`src/rtl/mealy_stream_if.sv`:
```
// Parallel-side handshake and result bundle for the serial ones-tracking sequencer.
// The master drives start/clear_state/data_in; the slave (sequencer) returns status and results.
interface mealy_stream_if #(
    parameter int unsigned WIDTH = 8,
    parameter int unsigned CNT_W = 4
);
    logic             start;
    logic             clear_state;
    logic [WIDTH-1:0] data_in;
    logic             busy;
    logic             done;
    logic [WIDTH-1:0] y_word;
    logic [CNT_W-1:0] ones_cnt;
    logic [1:0]       det_state;

    modport master (
        output start, clear_state, data_in,
        input  busy, done, y_word, ones_cnt, det_state
    );

    modport slave (
        input  start, clear_state, data_in,
        output busy, done, y_word, ones_cnt, det_state
    );
endinterface

```
`src/rtl/mealy_stream_ctrl.sv`:
```
// Sequencer that shifts a parallel word LSB-first through the 4-state Mealy
// ones-tracking detector, collecting per-bit outputs and their ones count.
module mealy_stream_ctrl #(
    parameter int unsigned WIDTH = 8,
    parameter int unsigned CNT_W = 4
) (
    input  logic           clk,
    input  logic           rstn,
    mealy_stream_if.slave  bus
);

    localparam int unsigned IDX_W = (WIDTH > 1) ? $clog2(WIDTH) : 1;

    localparam logic [1:0] CTRL_IDLE  = 2'd0;
    localparam logic [1:0] CTRL_SHIFT = 2'd1;
    localparam logic [1:0] CTRL_DONE  = 2'd2;

    localparam logic [1:0] DET_S0 = 2'b00;
    localparam logic [1:0] DET_S1 = 2'b01;
    localparam logic [1:0] DET_S2 = 2'b10;
    localparam logic [1:0] DET_S3 = 2'b11;

    logic [1:0]       ctrl_q,     ctrl_d;
    logic [WIDTH-1:0] sh_q,       sh_d;
    logic [IDX_W-1:0] idx_q,      idx_d;
    logic [WIDTH-1:0] y_word_q,   y_word_d;
    logic [CNT_W-1:0] ones_cnt_q, ones_cnt_d;
    logic [1:0]       det_q,      det_d;
    logic             busy_q,     busy_d;
    logic             done_q,     done_d;

    logic             x_c;
    logic             y_c;
    logic [1:0]       det_nxt_c;

    // Embedded Mealy detector: next state and output from (state, x)
    always_comb begin
        x_c       = sh_q[0];
        y_c       = 1'b0;
        det_nxt_c = det_q;
        case (det_q)
            DET_S0: begin
                if (x_c) det_nxt_c = DET_S1;
            end
            DET_S1: begin
                if (x_c) det_nxt_c = DET_S2;
            end
            DET_S2: begin
                y_c = 1'b1;
                if (x_c) det_nxt_c = DET_S3;
            end
            DET_S3: begin
                if (x_c) begin
                    det_nxt_c = DET_S1;
                end else begin
                    y_c = 1'b1;
                end
            end
            default: begin
                det_nxt_c = DET_S0;
            end
        endcase
    end

    // Controller next-state and datapath updates
    always_comb begin
        ctrl_d     = ctrl_q;
        sh_d       = sh_q;
        idx_d      = idx_q;
        y_word_d   = y_word_q;
        ones_cnt_d = ones_cnt_q;
        det_d      = det_q;

        case (ctrl_q)
            CTRL_IDLE: begin
                if (bus.start) begin
                    sh_d       = bus.data_in;
                    idx_d      = '0;
                    y_word_d   = '0;
                    ones_cnt_d = '0;
                    if (bus.clear_state) det_d = DET_S0;
                    ctrl_d     = CTRL_SHIFT;
                end
            end
            CTRL_SHIFT: begin
                y_word_d[idx_q] = y_c;
                ones_cnt_d      = ones_cnt_q + CNT_W'(y_c);
                det_d           = det_nxt_c;
                sh_d            = {1'b0, sh_q[WIDTH-1:1]};
                idx_d           = idx_q + IDX_W'(1);
                if (idx_q == IDX_W'(WIDTH - 1)) ctrl_d = CTRL_DONE;
            end
            CTRL_DONE: begin
                ctrl_d = CTRL_IDLE;
            end
            default: begin
                ctrl_d = CTRL_IDLE;
            end
        endcase

        // Status flags registered from the next controller state
        busy_d = (ctrl_d != CTRL_IDLE);
        done_d = (ctrl_d == CTRL_DONE);
    end

    always_ff @(posedge clk or negedge rstn) begin
        if (!rstn) begin
            ctrl_q     <= CTRL_IDLE;
            sh_q       <= '0;
            idx_q      <= '0;
            y_word_q   <= '0;
            ones_cnt_q <= '0;
            det_q      <= DET_S0;
            busy_q     <= 1'b0;
            done_q     <= 1'b0;
        end else begin
            ctrl_q     <= ctrl_d;
            sh_q       <= sh_d;
            idx_q      <= idx_d;
            y_word_q   <= y_word_d;
            ones_cnt_q <= ones_cnt_d;
            det_q      <= det_d;
            busy_q     <= busy_d;
            done_q     <= done_d;
        end
    end

    assign bus.busy      = busy_q;
    assign bus.done      = done_q;
    assign bus.y_word    = y_word_q;
    assign bus.ones_cnt  = ones_cnt_q;
    assign bus.det_state = det_q;

endmodule
```
`src/flat_wrapper.sv`:
```
// flat-port wrapper written by rule: the top's interface ports become plain ports
module mealy_stream_ctrl_flat 
#(
    parameter int unsigned WIDTH = 8,
    parameter int unsigned CNT_W = 4
)
  (clk, rstn, bus_start, bus_clear_state, bus_data_in, bus_busy, bus_done, bus_y_word, bus_ones_cnt, bus_det_state);
  mealy_stream_if #(.WIDTH(WIDTH), .CNT_W(CNT_W)) bus_i ();
  input  logic clk;
  input  logic rstn;
  input wire logic [$bits(bus_i.start)-1:0] bus_start;
  input wire logic [$bits(bus_i.clear_state)-1:0] bus_clear_state;
  input wire logic [$bits(bus_i.data_in)-1:0] bus_data_in;
  output wire logic [$bits(bus_i.busy)-1:0] bus_busy;
  output wire logic [$bits(bus_i.done)-1:0] bus_done;
  output wire logic [$bits(bus_i.y_word)-1:0] bus_y_word;
  output wire logic [$bits(bus_i.ones_cnt)-1:0] bus_ones_cnt;
  output wire logic [$bits(bus_i.det_state)-1:0] bus_det_state;
  assign bus_i.start = bus_start;
  assign bus_i.clear_state = bus_clear_state;
  assign bus_i.data_in = bus_data_in;
  assign bus_busy = bus_i.busy;
  assign bus_done = bus_i.done;
  assign bus_y_word = bus_i.y_word;
  assign bus_ones_cnt = bus_i.ones_cnt;
  assign bus_det_state = bus_i.det_state;
  mealy_stream_ctrl #(.WIDTH(WIDTH), .CNT_W(CNT_W)) u_core (.clk(clk), .rstn(rstn), .bus(bus_i));
endmodule
```
`config.mk`:
```
export PLATFORM = sky130hd
export DESIGN_NAME = mealy_stream_ctrl_flat
export DESIGN_NICKNAME = d
export VERILOG_FILES = /design/src/rtl/mealy_stream_if.sv /design/src/rtl/mealy_stream_ctrl.sv /design/src/flat_wrapper.sv
export SDC_FILE = /design/constraint.sdc
export NUM_CORES = 1
export LEC_CHECK = 0
export ABC_AREA = 1
export CAP_MARGIN = 20
export CORE_ASPECT_RATIO = 1.25
export CORE_UTILIZATION = 51
export DETAILED_ROUTE_END_ITERATION = 6
export PLACE_DENSITY = 0.78
export SYNTH_ARGS = -nofsm -noshare
export SYNTH_HDL_FRONTEND = slang
export SYNTH_SLANG_ARGS = --single-unit
export TNS_END_PERCENT = 30
```
`constraint.sdc`:
```
create_clock -name clk -period 2.6 [get_ports clk]
set_clock_uncertainty 0.1 [all_clocks]
set_input_delay 0.39 -clock clk [delete_from_list [all_inputs] [get_ports clk]]
set_output_delay 0.39 -clock clk [all_outputs]
set_load 0.1 [all_outputs]
```
==> results.toml <==
[floorplanning]
boundaryPins = 28
std_cell_rows = 21
die_area_um2 = 3130
start_util_pct = 54.3
die_width_um = 50.3
height_of_the_die_um = 62.3
core-area_um2 = 2730

[cts]
worstSkewPairLatency_ps = 330
clock_sinks = 29
cts_hold_buffers = 0
clock_tree.htree_level_count = 2
postCtsResizedCells = 0
clock_root_buffer_master = "sky130_fd_sc_hd__clkbuf_4"
cts.reportedPaths.clkPinSlew_ps = 90
cts_tree = "built"
cts_made_buffers = 5
max-clock-path-buffers = 2
cts.repair_timing.setup_buffer_count = 0

[synthesis]
post_synth_inst_count = 170
synth_sequential_area_ratio_pct = 48.9
synth.cell_area_um2 = 1490
syn-num-nets = 189
synth.distinct_cells = 20
syn_area_per_cell_um2 = 8.74
postSynthRegisterBits = 29
synth_top_flop_cell = "sky130_fd_sc_hd__dfrtp_1"
synth_edf_count = 0
yosys_warnings = 0
postSynth.asyncResetShare_pct = 100

[worst_hold_path]
min_path_type = "in2async"

[worst_setup_path]
timing.reg2reg.setup_slack_ps = 460
critical_path.slowest_cell = "sky130_fd_sc_hd__dfrtp_1"
worstSetupEndpointType = "flop"
worstPathArrival_ps = 2270
cp_num_buf_inv = 2
path_depth = 7
critical_path.max_fanout = 5
timing.critical_path.mode_cell = "sky130_fd_sc_hd__ha_1"
cp_data_required_time_ps = 2730
critPathTopFamily = "adder cells"
rr_endpoint = "u_core.bus.ones_cnt[1]$_DFFE_PN0P_"
endpoint = "u_core.bus.ones_cnt[1]$_DFFE_PN0P_"
worstReg2RegStart = "u_core.bus.det_state[0]$_DFFE_PN0P_"
first_element_of_the_critical_path = "u_core.bus.det_state[0]$_DFFE_PN0P_"
critical_path_cell_by_cell = "inv_1 > ha_1 > a21oi_1 > inv_1 > ha_1 > ha_1 > a22o_1"
worstSetupPathType = "reg2reg"
timing.critical_path.from_type = "flop"
crit_path_max_incr_delay_ps = 420
path_depth_of_the_worst_reg2reg_path = 7

[detailed_routing]
wl_um = 2680
drt_first_iter_violations = 30
drt_pass1_iterations = 4
wl_per_cell_um = 11.3
post-route-drc-count = 0
post_drt_via_cell_ratio = 4.93
drtAntennaViolNets = 0
overall_via_count_from_detail_route = 1163

[sta]
final-hold-violation-count = 0
layout_setup_ws_ps = 455
maxSlewViolCount = 0
worst_case_headroom_to_the_max_slew_limit_pct = 72.2
timing_worst_slew_pin_value_ps = 417
final.min_clock_period_ps = 2140
timing.final.setup_violations = 0
period_share_pct = 82.5
tns_ps = 0
clock.fmax_mhz = 466
grt_setup_unrepaired = "false"

[grt]
antenna_found_initial = 0
grt_first_pass_wirelength_um = 4490
grt_use_total_pct = 19.7
overflow = 0
number_of_global_route_vias_before_repair = 1054
pin_count_of_the_biggest_net_entering_global_routing = 30

[job]
max-cap-violations = 0

[placement]
place.detailed.hpwl_um = 1910
port_buffers = 27
finalWeightedCongestion = 0.820
pre_cts_ws_ps = 472

[status]
status = "complete, no violations"

[layout]
area.growth.synth_to_final_pct = 20.8
number_of_fillers_in_the_final_layout = 234
post_route_cells_drive_above_1_share_pct = 20.3
nets = 220
antenna_cells = 0
layout_commonest_cell = "sky130_fd_sc_hd__nand2_1"
mostFrequentLayoutCells = "sky130_fd_sc_hd__nand2_1 (42), sky130_fd_sc_hd__dfrtp_1 (29), sky130_fd_sc_hd__inv_1 (20), sky130_fd_sc_hd__buf_4 (17), sky130_fd_sc_hd__nor2_1 (16)"
[cell families after synthesis]
logic type | Yosys count | synth area share [%]
adder cells (fa/ha/maj) | 7 | 5.90
XOR/XNOR | 1 | 0.590
AO/OA/AOI/OAI | 34 | 15.2
AND/OR/NAND/NOR | 72 | 20.9
buffers and inverters | 27 | 8.59
flip-flops | 29 | 48.9
[registers in the layout, indices dropped and copies added (netlist names)]
register and count:
u_core.bus.busy 1, u_core.bus.det_state 2, u_core.bus.done 1, u_core.bus.ones_cnt 4, u_core.bus.y_word 8, u_core.ctrl_q 2, u_core.idx_q 3, u_core.sh_q 8
[worst register-to-register path, delay by kind of cell (launching register included)]
kind                       cells  cell delay, ps
adders and majority gates      3             710
DFF                            1             420
buffers and inverters          2             230
AOI/OAI and AO/OA              2             580
[worst min-delay path by stage]
stage,from,to,slack [ps],cells after the start
after CTS,rstn,u_core.bus.done$_DFF_PN0_,330,2
after global routing,rstn,u_core.bus.done$_DFF_PN0_,340,2
after floorplan,rstn,u_core.bus.busy$_DFF_PN0_,-6,0
after global placement,u_core.bus.y_word[7]$_DFFE_PN0P_,u_core.bus.y_word[7]$_DFFE_PN0P_,360,2
final,rstn,u_core.sh_q[6]$_DFFE_PN0P_,320,2
after detailed placement,u_core.bus.y_word[6]$_DFFE_PN0P_,u_core.bus.y_word[6]$_DFFE_PN0P_,360,2
[routing by layer]
metal	part of all wire (%)	vias up	track usage, %
met5	0	-	0
met4	1.9	0	8.57
met3	4.9	5	7.60
met2	48	28	31.0
met1	45	529	23.6
li1	-	601	-
[metrics by stage]
stage / area, µm² / hold WS, ps / util (%) / instances
global placement: 1720 / 361 / 63.1 / 228
CTS: 1790 / 330 / 65.7 / 236
detailed placement: 1720 / 362 / 63.1 / 228
finish: 1790 / 324 / 65.7 / 236
global route: 1790 / 341 / 65.7 / 236
floorplan: 1490 / -5.59 / - / 170
[area by class of cell]
type / instances / area [µm²] / share of cell area [%]
Clock buffer: 7 / 65.1 / 3.63
Clock inverter: 1 / 5.00 / 0.279
Inverter: 23 / 86.3 / 4.81
Multi-Input combinational cell: 114 / 632 / 35.2
Sequential cell: 29 / 726 / 40.4
Tap cell: 34 / 42.5 / 2.37
Timing Repair Buffer: 28 / 238 / 13.2
[synthesized netlist by cell type (2+ instances only)]
| cell | instances | area share, % |
|---|---|---|
| sky130_fd_sc_hd__a21oi_1 | 3 | 1.0 |
| sky130_fd_sc_hd__a22o_1 | 2 | 1.2 |
| sky130_fd_sc_hd__buf_6 | 3 | 2.3 |
| sky130_fd_sc_hd__dfrtp_1 | 29 | 49 |
| sky130_fd_sc_hd__ha_1 | 7 | 5.9 |
| sky130_fd_sc_hd__inv_1 | 20 | 5.1 |
| sky130_fd_sc_hd__inv_2 | 3 | 0.76 |
| sky130_fd_sc_hd__nand2_1 | 42 | 11 |
| sky130_fd_sc_hd__nand3_1 | 11 | 3.7 |
| sky130_fd_sc_hd__nor2_1 | 16 | 4.0 |
| sky130_fd_sc_hd__o21ai_0 | 15 | 5.1 |
| sky130_fd_sc_hd__o21ai_1 | 4 | 1.3 |
| sky130_fd_sc_hd__o21ai_2 | 8 | 4.7 |
Power is left out: the tool's default activity adds up to more than one toggle a clock period on the data nets, which glitch-free logic cannot reach.
